File: config.mk
export PLATFORM = sky130hd
export DESIGN_NAME = generic_spi
export DESIGN_NICKNAME = d
export VERILOG_FILES = /design/src/rtl/generic_spi.sv
export SDC_FILE = /design/constraint.sdc
export NUM_CORES = 1
export LEC_CHECK = 0
export CAP_MARGIN = 5
export CORE_UTILIZATION = 50
export DETAILED_ROUTE_END_ITERATION = 10
export PLACE_DENSITY = 0.76
export SYNTH_ARGS = -nofsm -noshare
export SYNTH_HDL_FRONTEND = slang
export SYNTH_SLANG_ARGS = --single-unit
File: constraint.sdc
create_clock -name clk -period 3.2 [get_ports clk]
set_clock_uncertainty 0.15 [all_clocks]
set_input_delay 0.32 -clock clk [delete_from_list [all_inputs] [get_ports clk]]
set_output_delay 0.32 -clock clk [all_outputs]
set_load 0.05 [all_outputs]
File: src/rtl/generic_spi.sv
// CSR-launched SPI master: one 32-bit write picks device, mode, bit order and
// word length, then runs a single full-duplex transfer followed by a latch pulse.
module generic_spi #(
  parameter int CLK_RATE  = 100000000,
  parameter int BIT_RATE  = 12500000,
  parameter int CSB_WIDTH = 4,
  parameter int LE_WIDTH  = CSB_WIDTH
) (
  input  logic                 clk,
  input  logic                 rst,
  input  logic                 csrStrobe,
  input  logic [31:0]          gpioOut,
  output logic [31:0]          status,
  output logic                 SPI_CLK,
  output logic [CSB_WIDTH-1:0] SPI_CSB,
  output logic [LE_WIDTH-1:0]  SPI_LE,
  output logic                 SPI_SDI,
  input  logic                 SPI_SDO
);

  localparam int HDIV = CLK_RATE / (2 * BIT_RATE);
  localparam int H    = (HDIV < 1) ? 1 : HDIV;
  localparam int CW   = $clog2(H + 1);

  typedef enum logic [2:0] {IDLE, SETUP, SHIFT, HOLD, LATCH} state_t;

  state_t                 state_q, state_d;
  logic [CW-1:0]          cnt_q, cnt_d;
  logic [5:0]             half_q, half_d;
  logic                   op24_q, op24_d;
  logic                   lsb_q, lsb_d;
  logic                   cpha_q, cpha_d;
  logic [3:0]             dev_q, dev_d;
  logic [23:0]            txr_q, txr_d;
  logic [23:0]            rx_q, rx_d;
  logic [23:0]            data_q, data_d;
  logic                   busy_q, busy_d;
  logic                   sclk_q, sclk_d;
  logic                   sdi_q, sdi_d;
  logic [CSB_WIDTH-1:0]   csb_q, csb_d;
  logic [LE_WIDTH-1:0]    le_q, le_d;

  logic                   tick_end, last_half, leading;
  logic [23:0]            txr_init, rx_tmp;
  logic [CSB_WIDTH-1:0]   csb_sel;
  logic [LE_WIDTH-1:0]    le_sel;

  // The outgoing word is aligned so the next bit is always txr[0] (LSB first)
  // or txr[23] (MSB first), regardless of word length.
  function automatic logic head_bit(input logic [23:0] v, input logic lsb);
    return lsb ? v[0] : v[23];
  endfunction

  function automatic logic [23:0] shift_out(input logic [23:0] v, input logic lsb);
    return lsb ? {1'b0, v[23:1]} : {v[22:0], 1'b0};
  endfunction

  always_comb begin
    csb_sel = '0;
    for (int i = 0; i < CSB_WIDTH; i++) csb_sel[i] = (int'(gpioOut[27:24]) == i);
    le_sel = '0;
    for (int i = 0; i < LE_WIDTH; i++) le_sel[i] = (int'(dev_q) == i);
  end

  always_comb begin
    state_d  = state_q;
    cnt_d    = cnt_q;
    half_d   = half_q;
    op24_d   = op24_q;
    lsb_d    = lsb_q;
    cpha_d   = cpha_q;
    dev_d    = dev_q;
    txr_d    = txr_q;
    rx_d     = rx_q;
    data_d   = data_q;
    busy_d   = busy_q;
    sclk_d   = sclk_q;
    sdi_d    = sdi_q;
    csb_d    = csb_q;
    le_d     = le_q;

    tick_end  = (cnt_q == CW'(H - 1));
    last_half = (half_q == (op24_q ? 6'd47 : 6'd31));
    leading   = ~half_q[0];
    txr_init  = gpioOut[31] ? gpioOut[23:0]
              : (gpioOut[30] ? {8'h00, gpioOut[15:0]} : {gpioOut[15:0], 8'h00});

    rx_tmp = rx_q >> 1;
    if (op24_q) rx_tmp[23] = SPI_SDO;
    else        rx_tmp[15] = SPI_SDO;

    case (state_q)
      IDLE: begin
        cnt_d = '0;
        if (csrStrobe) begin
          op24_d  = gpioOut[31];
          lsb_d   = gpioOut[30];
          cpha_d  = gpioOut[28];
          dev_d   = gpioOut[27:24];
          sclk_d  = gpioOut[29];
          csb_d   = ~csb_sel;
          rx_d    = '0;
          half_d  = '0;
          busy_d  = 1'b1;
          state_d = SETUP;
          if (!gpioOut[28]) begin
            sdi_d = head_bit(txr_init, gpioOut[30]);
            txr_d = shift_out(txr_init, gpioOut[30]);
          end else begin
            txr_d = txr_init;
          end
        end
      end
      SETUP: begin
        cnt_d = tick_end ? '0 : cnt_q + CW'(1);
        if (tick_end) state_d = SHIFT;
      end
      SHIFT: begin
        cnt_d = tick_end ? '0 : cnt_q + CW'(1);
        if (tick_end) begin
          sclk_d = ~sclk_q;
          half_d = half_q + 6'd1;
          // Each clock edge either launches the next bit or captures SDO,
          // depending on CPHA; the final trailing edge launches nothing.
          if (leading == cpha_q) begin
            if (!last_half) begin
              sdi_d = head_bit(txr_q, lsb_q);
              txr_d = shift_out(txr_q, lsb_q);
            end
          end else begin
            rx_d = lsb_q ? rx_tmp : {rx_q[22:0], SPI_SDO};
          end
          if (last_half) state_d = HOLD;
        end
      end
      HOLD: begin
        cnt_d = tick_end ? '0 : cnt_q + CW'(1);
        if (tick_end) begin
          csb_d   = '1;
          le_d    = le_sel;
          state_d = LATCH;
        end
      end
      LATCH: begin
        cnt_d = tick_end ? '0 : cnt_q + CW'(1);
        if (tick_end) begin
          le_d    = '0;
          busy_d  = 1'b0;
          data_d  = rx_q;
          state_d = IDLE;
        end
      end
      default: state_d = IDLE;
    endcase
  end

  always_ff @(posedge clk or posedge rst) begin
    if (rst) begin
      state_q <= IDLE;
      cnt_q   <= '0;
      half_q  <= '0;
      op24_q  <= 1'b0;
      lsb_q   <= 1'b0;
      cpha_q  <= 1'b0;
      dev_q   <= '0;
      txr_q   <= '0;
      rx_q    <= '0;
      data_q  <= '0;
      busy_q  <= 1'b0;
      sclk_q  <= 1'b0;
      sdi_q   <= 1'b0;
      csb_q   <= '1;
      le_q    <= '0;
    end else begin
      state_q <= state_d;
      cnt_q   <= cnt_d;
      half_q  <= half_d;
      op24_q  <= op24_d;
      lsb_q   <= lsb_d;
      cpha_q  <= cpha_d;
      dev_q   <= dev_d;
      txr_q   <= txr_d;
      rx_q    <= rx_d;
      data_q  <= data_d;
      busy_q  <= busy_d;
      sclk_q  <= sclk_d;
      sdi_q   <= sdi_d;
      csb_q   <= csb_d;
      le_q    <= le_d;
    end
  end

  assign status  = {busy_q, 7'b0, data_q};
  assign SPI_CLK = sclk_q;
  assign SPI_SDI = sdi_q;
  assign SPI_CSB = csb_q;
  assign SPI_LE  = le_q;

endmodule

# Word level (Yosys, flattened, before mapping)
# Index checks and enable logic that the tools add are counted.
# word_totals
wordCells	112
input_bits	36
regBits	102
# op_classes
muxes	50
reduce_logical	19
bitwise	3
addsub	2
eq_ne	23
# ops
operator	n
$mux W24	13
$pmux W24 S2	2
$mux W3	7
$ne A2 B2 Y1 const B	10
$mux W6	3
$eq A4 B3 Y1 const B	4
$mux W4	4
$pmux W4 S2	2
$pmux W3 S5	1
$mux W1	13
$pmux W6 S2	1
$reduce_and A3 Y1	4
$reduce_and A6 Y1	2
$reduce_bool A2 Y1	5
$eq A3 B2 Y1 const B	3
$eq A4 B2 Y1 const B	2
$logic_not A4 Y1	2
$add A6 B1 Y6 const B	1
$eq A6 B6 Y1	1
$pmux W1 S2	3
$pmux W3 S2	1
$reduce_and A5 Y1	1
$not A4 Y4	1
$reduce_and A2 Y1	2
other kinds (8)	9

# Logic depth before layout (Yosys ltp)
# Gate-level depths: netlist of run 1.
# depth
word_depth	6
depth_mapped	7
depth_no_buf	5

# Worst setup path before layout of run 1
# No wires, ideal clock.
# synth_timing
path_type	reg-to-reg
start	register cnt_q[0]
end	register txr_q[0]
setup_ns	0.125
setup_slack_ns	1.106
period_less_slack_ns	2.094
path_stages_with_launch	7
n_path_buf	1
t_arrival_ns	1.819
cell_sequence	dfrtp_1 -> ha_1 -> and3b_1 -> o21ai_2 -> o31ai_4 -> buf_6 -> mux2_2
# synth_between
elab_chain_cells	3
# synth_rtl
element	line_no	source
start, declared	28	logic [CW-1:0] cnt_q, cnt_d;
start signal, assigned	176	cnt_q <= cnt_d;
$eq A3 B2 Y1	82	tick_end = (cnt_q == CW'(H - 1));
$ne A2 B2 Y1 (no line)	-	
$reduce_and A5 Y1 (no line)	-	
end signal, assigned	182	txr_q <= txr_d;
end, declared	34	logic [23:0] txr_q, txr_d;
# Every way passes these cells.
# A chain may end at the register's enable or synchronous reset.

# Worst setup path after layout of run 1
# layout_timing
start	register state_q[2]
end	register txr_q[10]
# layout_between
elab_chain_cells	3
# layout_rtl
element	line_no	source
start, declared	27	state_t state_q, state_d;
start signal, assigned	175	state_q <= state_d;
$eq A3 B2 Y1 or $logic_not A3 Y1 (tied branches)	92	case (state_q)
$ne A2 B2 Y1 (no line) or $reduce_bool A2 Y1 (tied branches)	-	
$reduce_and A5 Y1 (no line)	-	
# Several ways; a longest one is shown, not always the timed one.

==> results of run 1 <==
[final cells by class]
type                       count  area (sq um)
fill                         953          4390
multi-input combinational    406          3010
sequential                   102          2560
timing repair buffer          91           858
clock buffer                  10           229
tap                          143           179
clock inverter                 6           110
inverter                      21          81.3
[layout by cell type, fill, tap and decap left out, types with 4 or more instances in the layout]
cell	instances
a2111oi_0	4
a211oi_1	4
a21oi_1	9
a221o_1	7
a221oi_1	6
a31oi_1	21
buf_4	21
clkbuf_16	9
clkdlybuf4s50_1	70
conb_1	7
dfrtp_1	97
dfstp_2	4
inv_1	20
mux2_2	43
mux2i_1	77
nand2_1	59
nand2b_1	4
nand3_1	5
nand3b_1	5
nor2_1	27
nor2b_1	4
nor3b_1	5
o21a_1	5
o21ai_0	33
o22a_1	4
o31ai_1	25
[where the power goes]
part | switching [W] | internal, W | leakage, nW
combinational | 0.00106 | 0.000847 | 1.57
clock | 0.000477 | 0.000763 | 0.159
sequential | 0.000371 | 0.00160 | 1.33
[critical path, stage by stage, from the launching register on]
cell and delay, ns:
dfrtp_1 0.57, or3b_2 0.93, o2111ai_1 0.25, o221ai_1 0.15, mux2_2 0.32
[layer usage]
layer  share of wire [%]  vias to the layer above  routed length, um  global-route usage, %
met5                   0                        -                  0                      0
met4                0.65                        0                 87                   6.67
met3                 5.2                        8                696                   3.62
met2                  47                      152               6310                   35.6
met1                  47                     2237               6280                   32.2
li1                    -                     2198                  -                      -
[sequential cells by signal, summed over array words and instances (netlist names)]
signal / flops
data_q: 24
rx_q: 24
txr_q: 24
half_q: 6
SPI_CSB: 4
SPI_LE: 4
dev_q: 4
cnt_q: 3
state_q: 3
SPI_CLK: 1
SPI_SDI: 1
busy_q: 1
cpha_q: 1
lsb_q: 1
op24_q: 1
[path summary, 6_finish.rpt]
check,from,to,slack (ns),cells past startpoint
worst min-delay path,rst,data_q[4]$_DFFE_PP0P_,0.27,2
min in group clk,SPI_LE[3]$_DFFE_PP0P_,SPI_LE[3]$_DFFE_PP0P_,0.34,1
max in group asynchronous,rst,SPI_CSB[2]$_DFFE_PP1P_,1.89,3
worst max-delay path,state_q[2]$_DFFE_PP0P_,txr_q[10]$_DFFE_PP0P_,0.71,4
worst min register to register,SPI_LE[3]$_DFFE_PP0P_,SPI_LE[3]$_DFFE_PP0P_,0.34,1
worst max register to register,state_q[2]$_DFFE_PP0P_,txr_q[10]$_DFFE_PP0P_,0.71,4
[logic make-up (layout without fill, tap and decap cells)]
group	count (synthesis)	in the layout	synth area share (%)
other	1	7	0.0638
XOR/XNOR	5	5	0.745
adder cells (fa/ha/maj)	2	2	0.426
AO/OA/AOI/OAI	140	140	16.8
AND/OR/NAND/NOR	132	132	11.0
buffers and inverters	74	128	6.05
flip-flops	102	102	43.5
multiplexers	120	120	21.4
[through the flow]
stage / cells / cell area (sq um) / utilization (%)
after floorplan: 582 / 5900 / -
after global placement: 763 / 6690 / 58.6
after detailed placement: 763 / 6690 / 58.6
after CTS: 779 / 7030 / 61.5
after global routing: 779 / 7030 / 61.5
final: 779 / 7030 / 61.5
==> summary.txt, run 1 <==
Status
  – Outcome: finished, final reports clean

Global route
  – Overflow after GRT: 0
  – Total track usage: a little under a quarter
  – Largest net degree at the start of global routing: 53
  – Initial antenna violation count: 0
  – First-pass GRT wire length: approximately 22000 um
  – Number of global-route vias before repair: around 4500

Power and ir drop
  – Max IR drop VDD: about 0.00036 V
  – LEAKAGE: ~3.1 nW
  – Pwr dens: 729 mW/mm^2
  – Pwr Total: a little over 0.005 W

Place
  – Final HPWL DP: about 9500 um
  – Setup Slack @ Placement: approximately 0.63 ns
  – GPL Wtd Cong: 0.865
  – PortBufs: 70

Logic synthesis
  – Sequential fraction of the synthesis area: 43.5%
  – Synth warnings: 0
  – Dominant cells by area after synthesis: dfrtp_1 (42%), mux2i_1 (13%), mux2_2 (8.2%)
  – Distinct cells, synth: 62
  – Commonest cells post-synth: dfrtp_1 (98), mux2i_1 (77), nand2_1 (59)
  – Cells after Synth: 576
  – Async S/R FF share, synth: 100%
  – Area leader, netlist: dfrtp_1
  – Top_reg_cell synth: dfrtp_1
  – Yosys reg bits: around 100
  – Top-count cell post-synth: dfrtp_1
  – Cell Area, Synth: a little under 0.006 sq mm
  – Synth top area share: between 40% and 50%
  – Post-synth EDFFs: 0
  – Average size of a mapped cell: 10.2 sq um

Critical path
  – Startpoint types: flop
  – WS Path Type: flop to flop
  – Worst Path Max Fanout: 52
  – Arrival @ worst endpoint: about 2.6 ns
  – Worst Path Required: about 3.3 ns
  – Crit path capture type: flop

Clock tree
  – Clock sink count: roughly 100
  – Clock Tree Root: clkbuf_16
  – Skew-Pair Late Insertion Delay: 0.34 ns
  – Total CTS buffers: 9
  – Post-CTS Setup Bufs: 0
  – Htree depth: 3
  – CTS Hold Bufs: 0
  – Clk buf depth: 2
  – CTS tree: yes
  – Post-CTS resize count: 0
  – Worst-path clk slew: roughly 0.070 ns

Floorplan
  – Die area: between 0.01 and 0.015 sq mm
  – # IOs: 78
  – Row cnt: 39
  – Die width: roughly 110 um
  – Initial Util: approximately half
  – Core area: 0.0114 sq mm
  – Die height: ~110 um

Detailed routing
  – Drt initial violations: ~290
  – Wire per inst: 17.2 um
  – Wirelength, routed: ~13000 um
  – DR vias: ~4600
  – DR vias/cell: approximately 5.9
  – DR pass1 iterations: 5
  – Drt drc: 0
  – Antenna-violating nets left: 0

Timing
  – Clock period minus worst slack: between 2 and 2.5 ns
  – Pins over their slew limit: 0
  – Final WS setup: a little over 0.7 ns
  – Total negative slack: 0 ns
  – F_max: about 400 MHz
  – Final period util: roughly 78%
  – Slew margin rel.: 31.2%
  – Worst hold margin: around 0.27 ns
  – Final setup vio count: 0
  – Unrepaired setup endpoints after global routing: false
  – Worst slew pin tran: 1.03 ns
  – Final Hold Viols: 0

Layout
  – ANT cells: 0
  – Area Overhead vs Synth: 19.6%
  – Layout cells sized above 1: 15.3%
  – Total Nets Final: approximately 670

Job
  – Max cap viols: 0

Min path
  – Worst min path class: primary input to asynchronous set/reset pin
(Power assumes the default switching activity.)
==> run 2: changes to the inputs <==
==> constraint.sdc (replaced) <==
create_clock -name clk -period 2.1 [get_ports clk]
set_clock_uncertainty 0.15 [all_clocks]
set_input_delay 0.21 -clock clk [delete_from_list [all_inputs] [get_ports clk]]
set_output_delay 0.21 -clock clk [all_outputs]
set_load 0.05 [all_outputs]
==> summary.txt, run 2 (synthesis gave the netlist of run 1 again) <==
Layout
  – Area Overhead vs Synth: 24.6%
  – Layout cells sized above 1: 18.3%
  – ANT cells: 0
  – Total Nets Final: 693
  – Most frequent cells in the layout: dfrtp_1 (97), mux2i_1 (77), clkdlybuf4s50_1 (70)
  – Most common cell after layout, fill and taps aside: dfrtp_1
  – Finished layout cell area: roughly 0.0073 sq mm
  – Top Registers: data_q x24, rx_q x24, txr_q x24

Global route
  – Initial antenna violation count: 0
  – Number of global-route vias before repair: ~4600
  – First-pass GRT wire length: approximately 23000 um
  – Total track usage: a little under a quarter
  – Overflow after GRT: 0
  – Largest net degree at the start of global routing: 49

Status
  – Outcome: finished, final reports clean

Power and ir drop
  – LEAKAGE: approximately 3.2 nW
  – Pwr dens: around 1100 mW/mm^2
  – Max IR drop VDD: 0.000563 V

Floorplan
  – Core area: 0.0114 sq mm
  – Die height: 110 um
  – Die width: between 100 and 150 um
  – Row cnt: 39
  – # IOs: 78
  – Initial Util: between 50% and 60%
  – Die area: 0.0122 sq mm

Detailed routing
  – Drt drc: 0
  – Antenna-violating nets left: 0
  – Wire per inst: about 17 um
  – DR pass1 iterations: 5
  – Drt initial violations: 307
  – DR vias: 4717
  – Wirelength, routed: about 14000 um
  – DR vias/cell: about 5.9

Timing
  – F_max: approximately 500 MHz
  – Final setup vio count: 0
  – Worst hold margin: around 0.097 ns
  – Final Hold Viols: 0
  – Final period util: 97.1%
  – Total negative slack: 0 ns
  – Unrepaired setup endpoints after global routing: false
  – Pins over their slew limit: 0
  – Clock period minus worst slack: ~2.0 ns
  – Slew margin rel.: roughly 57%
  – Worst slew pin tran: roughly 0.63 ns

Critical path
  – Arrival @ worst endpoint: 1.68 ns
  – CP Cell Sequence: clkdlybuf4s50_1
  – Worst Path Required: ~1.7 ns
  – Slowest stage delay, CP: slightly above 0.8 ns
  – WS Path Type: flop to output pin
  – Delay-heaviest family, CP: buffers and inverters
  – Worst Path Max Fanout: 2
  – Crit path capture type: output pin
  – Startpoint types: flop
  – Crit path buffers/inverters: 1
  – Crit-path slowest cell: clkdlybuf4s50_1

Min path
  – Worst min path class: primary input to asynchronous set/reset pin

Place
  – GPL Wtd Cong: just under 0.9
  – PortBufs: 70
  – Final HPWL DP: between 9000 and 10000 um
  – Placement Cell Area: around 0.007 sq mm

Clock tree
  – Htree depth: 3
  – CTS Hold Bufs: 0
  – Clock sink count: roughly 100
  – Clk buf depth: 2
  – Clock Tree Root: clkbuf_16
  – Total CTS buffers: 9
  – Worst-path clk slew: 0.07 ns
  – Skew-Pair Late Insertion Delay: approximately 0.34 ns
  – CTS tree: yes

Job
  – Max cap viols: 0
==> run 2: layout make-up <==
cell class / instances / area, sq um
fill: 916 / 4100
multi-input combinational: 406 / 3020
sequential: 102 / 2560
timing repair buffer: 115 / 1160
clock buffer: 13 / 250
tap: 143 / 179
inverter: 21 / 82.6
clock inverter: 3 / 68.8
==> run 2: metal layers <==
layer	wire length (um)	vias to the layer above	GRT usage, %
li1	-	2250	-
met1	6440	2334	32.7
met2	6520	122	36.6
met3	657	11	4.67
met4	123	0	5.78
met5	0	-	0
==> run 2: through the flow <==
stage	cells	total power (W)	utilization [%]	worst slack, ns
3_5_place_dp	787	0.00621	61.2	-0.0980
2_1_floorplan	582	0.00517	-	0.00599
4_1_cts	803	0.00803	64.0	0.0491
6_report	803	0.00803	64.1	0.0600
5_1_grt	803	0.00847	64.1	0.0147
3_3_place_gp	787	0.00611	61.2	0.0235
==> run 2: path summary, 6_finish.rpt <==
check	startpoint	end	slack (ns)	cells past startpoint
worst max-delay path	SPI_CSB[0]$_DFFE_PP1P_	SPI_CSB[0]	0.06	1
worst min-delay path	rst	SPI_LE[3]$_DFFE_PP0P_	0.1	2
worst max register to register	state_q[0]$_DFFE_PP0P_	txr_q[0]$_DFFE_PP0P_	0.10	6
worst min register to register	SPI_LE[2]$_DFFE_PP0P_	SPI_LE[2]$_DFFE_PP0P_	0.34	1
max in group asynchronous	rst	SPI_CSB[3]$_DFFE_PP1P_	1.07	3
min in group clk	gpioOut[29]	SPI_CLK$_DFFE_PP0P_	0.27	3
==> run 2: what timing repair did <==
action / 4_1_cts / 5_1_grt
resized for setup: 0 / 2
endpoints found under the setup margin: 0 / 3
setup buffers: 0 / 0
==> run 2: report_power, final <==
| group | switching [W] | total [W] | internal, W |
|---|---|---|---|
| Sequential | 0.000421 | 0.00287 | 0.00245 |
| Combinational | 0.00184 | 0.00335 | 0.00152 |
| Clock | 0.000721 | 0.00181 | 0.00108 |
| Total | 0.00298 | 0.00803 | 0.00505 |
==> run 3: changes to the inputs <==
--- a/config.mk
+++ b/config.mk
@@ -5,6 +5,7 @@
 export SDC_FILE = /design/constraint.sdc
 export NUM_CORES = 1
 export LEC_CHECK = 0
+export ABC_AREA = 1
 export CAP_MARGIN = 5
 export CORE_UTILIZATION = 50
 export DETAILED_ROUTE_END_ITERATION = 10
==> summary.txt, run 3 <==
Clock tree
  – Clock Tree Root: clkbuf_16
  – Skew-Pair Late Insertion Delay: roughly 0.35 ns
  – Clk buf depth: 2
  – Total CTS buffers: 9
  – Clock sink count: 102
  – CTS Hold Bufs: 0
  – Htree depth: 3
  – CTS tree: yes
  – Worst-path clk slew: about 0.070 ns

Power and ir drop
  – LEAKAGE: between 3 and 4 nW
  – Logic pwr share: 7.4%
  – Seq pwr share: between 40% and 50%
  – Pwr dens: around 570 mW/mm^2
  – Max IR drop VDD: approximately 0.00055 V
  – Clock power frac: about 44%
  – Switching power of the nets: between 0.0009 and 0.001 W
  – Switching portion of total power: 23.0%
  – Cell Int Power: roughly 0.0031 W

Global route
  – First-pass GRT wire length: 23900 um
  – Overflow after GRT: 0
  – Largest net degree at the start of global routing: slightly above 100
  – Initial antenna violation count: 0
  – Number of global-route vias before repair: 5017
  – Total track usage: ~25%

Logic synthesis
  – Dominant cells by area after synthesis: dfrtp_1 (42%), nand2_1 (17%), nand3_1 (8.1%)
  – Top_reg_cell synth: dfrtp_1
  – Area leader, netlist: dfrtp_1
  – Yosys reg bits: approximately 100
  – Async S/R FF share, synth: between 90% and 100%
  – Synth top area share: a little over two fifths
  – Cells after Synth: slightly below 800
  – Top-count cell post-synth: nand2_1
  – Commonest cells post-synth: nand2_1 (272), dfrtp_1 (98), nand3_1 (95)
  – Post-synth EDFFs: 0
  – Distinct cells, synth: 37
  – Average size of a mapped cell: 7.40 sq um
  – Synth warnings: 0
  – Sequential fraction of the synthesis area: a little over two fifths
  – Cell Area, Synth: between 0.005 and 0.006 sq mm

Detailed routing
  – DR vias: 5511
  – DR vias/cell: 5.48
  – Wire per inst: 14.5 um
  – Antenna-violating nets left: 0
  – Wirelength, routed: between 10000 and 15000 um
  – DR pass1 iterations: 5
  – Drt initial violations: approximately 430
  – Drt drc: 0

Min path
  – Worst min path class: primary input to asynchronous set/reset pin

Layout
  – Total Nets Final: ~900
  – Most common cell after layout, fill and taps aside: nand2_1
  – Finished layout cell area: 0.00710 sq mm
  – Filler cells: between 1000 and 1500
  – Layout cells sized above 1: between 8 and 9%
  – ANT cells: 0
  – Area Overhead vs Synth: 21.2%
  – Top Registers: data_q x24, rx_q x24, txr_q x24
  – Most frequent cells in the layout: nand2_1 (271), dfrtp_1 (98), nand3_1 (95)

Timing
  – Slew margin rel.: between 50% and 60%
  – Final Hold Viols: 0
  – Total negative slack: 0 ns
  – F_max: between 400 and 500 MHz
  – Clock period minus worst slack: ~2.0 ns
  – Final period util: between 90% and 100%
  – Final setup vio count: 0
  – Pins over their slew limit: 0
  – Worst slew pin tran: 0.655 ns

Critical path
  – Slowest stage delay, CP: about 0.80 ns
  – Worst Path Required: roughly 1.7 ns
  – WS Path Type: flop to output pin
  – Reg-to-Reg Start: state_q[0]$_DFFE_PP0P_
  – Crit path capture type: output pin
  – Crit-path slowest cell: clkdlybuf4s50_1
  – Crit path launch: SPI_CSB[3]$_DFFE_PP1P_
  – Startpoint types: flop
  – CP Cell Sequence: clkdlybuf4s50_1
  – Delay-heaviest family, CP: buffers and inverters
  – Worst Path Max Fanout: 2
  – Arrival @ worst endpoint: approximately 1.7 ns
  – Crit path buffers/inverters: 1

Floorplan
  – Die width: 110 um
  – Initial Util: approximately half
  – # IOs: just under 80
  – Die height: about 110 um
  – Row cnt: 39
  – Core area: about 0.011 sq mm
  – Die area: ~0.012 sq mm

Job
  – Max cap viols: 0

Place
  – Final HPWL DP: 10200 um
  – Placement Cell Area: approximately 0.0067 sq mm
  – PortBufs: 70
  – GPL Wtd Cong: 0.880

Status
  – Outcome: finished, final reports clean
## run 3: cell types whose count changed after synthesis, sizes merged, moves of 8 or more
cell	previous run	this run
nand2	59	275
nand3	5	97
mux2i	77	0
inv	21	67
o21ai	34	65
o31ai	26	0
mux2	43	20
a22oi	2	22
a31oi	21	4
nor2	28	44
nand4	0	8
## run 3: what timing repair did
action | in CTS | in global routing
resized for setup | 0 | 4
setup endpoints to repair | 0 | 46
buffers inserted | 0 | 1
## run 3: stage by stage
stage	total power (W)	setup slack, ns	hold slack (ns)	std cells	util (%)
6_report	0.00407	0.0615	0.211	1006	62.2
5_1_grt	0.00422	-0.0130	0.281	1006	62.2
4_1_cts	0.00411	0.0392	0.242	1004	61.8
3_5_place_dp	0.00231	0.0503	0.323	988	59.0
3_3_place_gp	0.00231	0.0699	0.312	988	59.0
2_1_floorplan	0.00219	0.371	0.129	797	-
## run 3: metal layers
| metal | GRT usage [%] | wire [um] |
|---|---|---|
| met1 | 35.1 | 6770 |
| met2 | 40.4 | 6820 |
| met3 | 3.53 | 763 |
| met4 | 8.74 | 257 |
| met5 | 0 | 0 |
## run 3: final timing paths
check	to	slack, ns	cells past startpoint
worst max register to register	txr_q[22]$_DFFE_PP0P_	0.13	7
worst min register to register	cnt_q[1]$_DFFE_PP0P_	0.34	2
worst max-delay path	SPI_CSB[3]	0.06	1
max in group asynchronous	SPI_CSB[3]$_DFFE_PP1P_	1.16	3
min in group clk	SPI_CSB[2]$_DFFE_PP1P_	0.31	2
worst min-delay path	data_q[18]$_DFFE_PP0P_	0.21	3
## run 3: power by group through the flow
stage	Clock [W]	Combinational [W]	Sequential [W]
2_1_floorplan	0	0.000178	0.00201
5_1_grt	0.00191	0.000337	0.00197
6_report	0.00180	0.000302	0.00197
3_5_place_dp	0	0.000303	0.00201
3_3_place_gp	0	0.000302	0.00201
4_1_cts	0.00183	0.000304	0.00197
## run 3: cell families after synthesis
logic type | count (synthesis) | share of synthesized area, %
other cells | 1 | 0.0641
simple gates | 439 | 31.8
buf+inv | 116 | 9.00
mux | 20 | 3.85
fa+ha+maj | 2 | 0.427
flops | 102 | 43.7
compound gates | 111 | 11.2
## run 3: final cells by class
cell class	count	area [sq um]	share of cell area (%)
Multi-Input combinational cell	580	2810	39.6
Inverter	68	262	3.68
Clock buffer	10	229	3.23
Sequential cell	102	2560	36.0
Tap cell	143	179	2.52
Clock inverter	6	93.8	1.32
Timing Repair Buffer	97	966	13.6
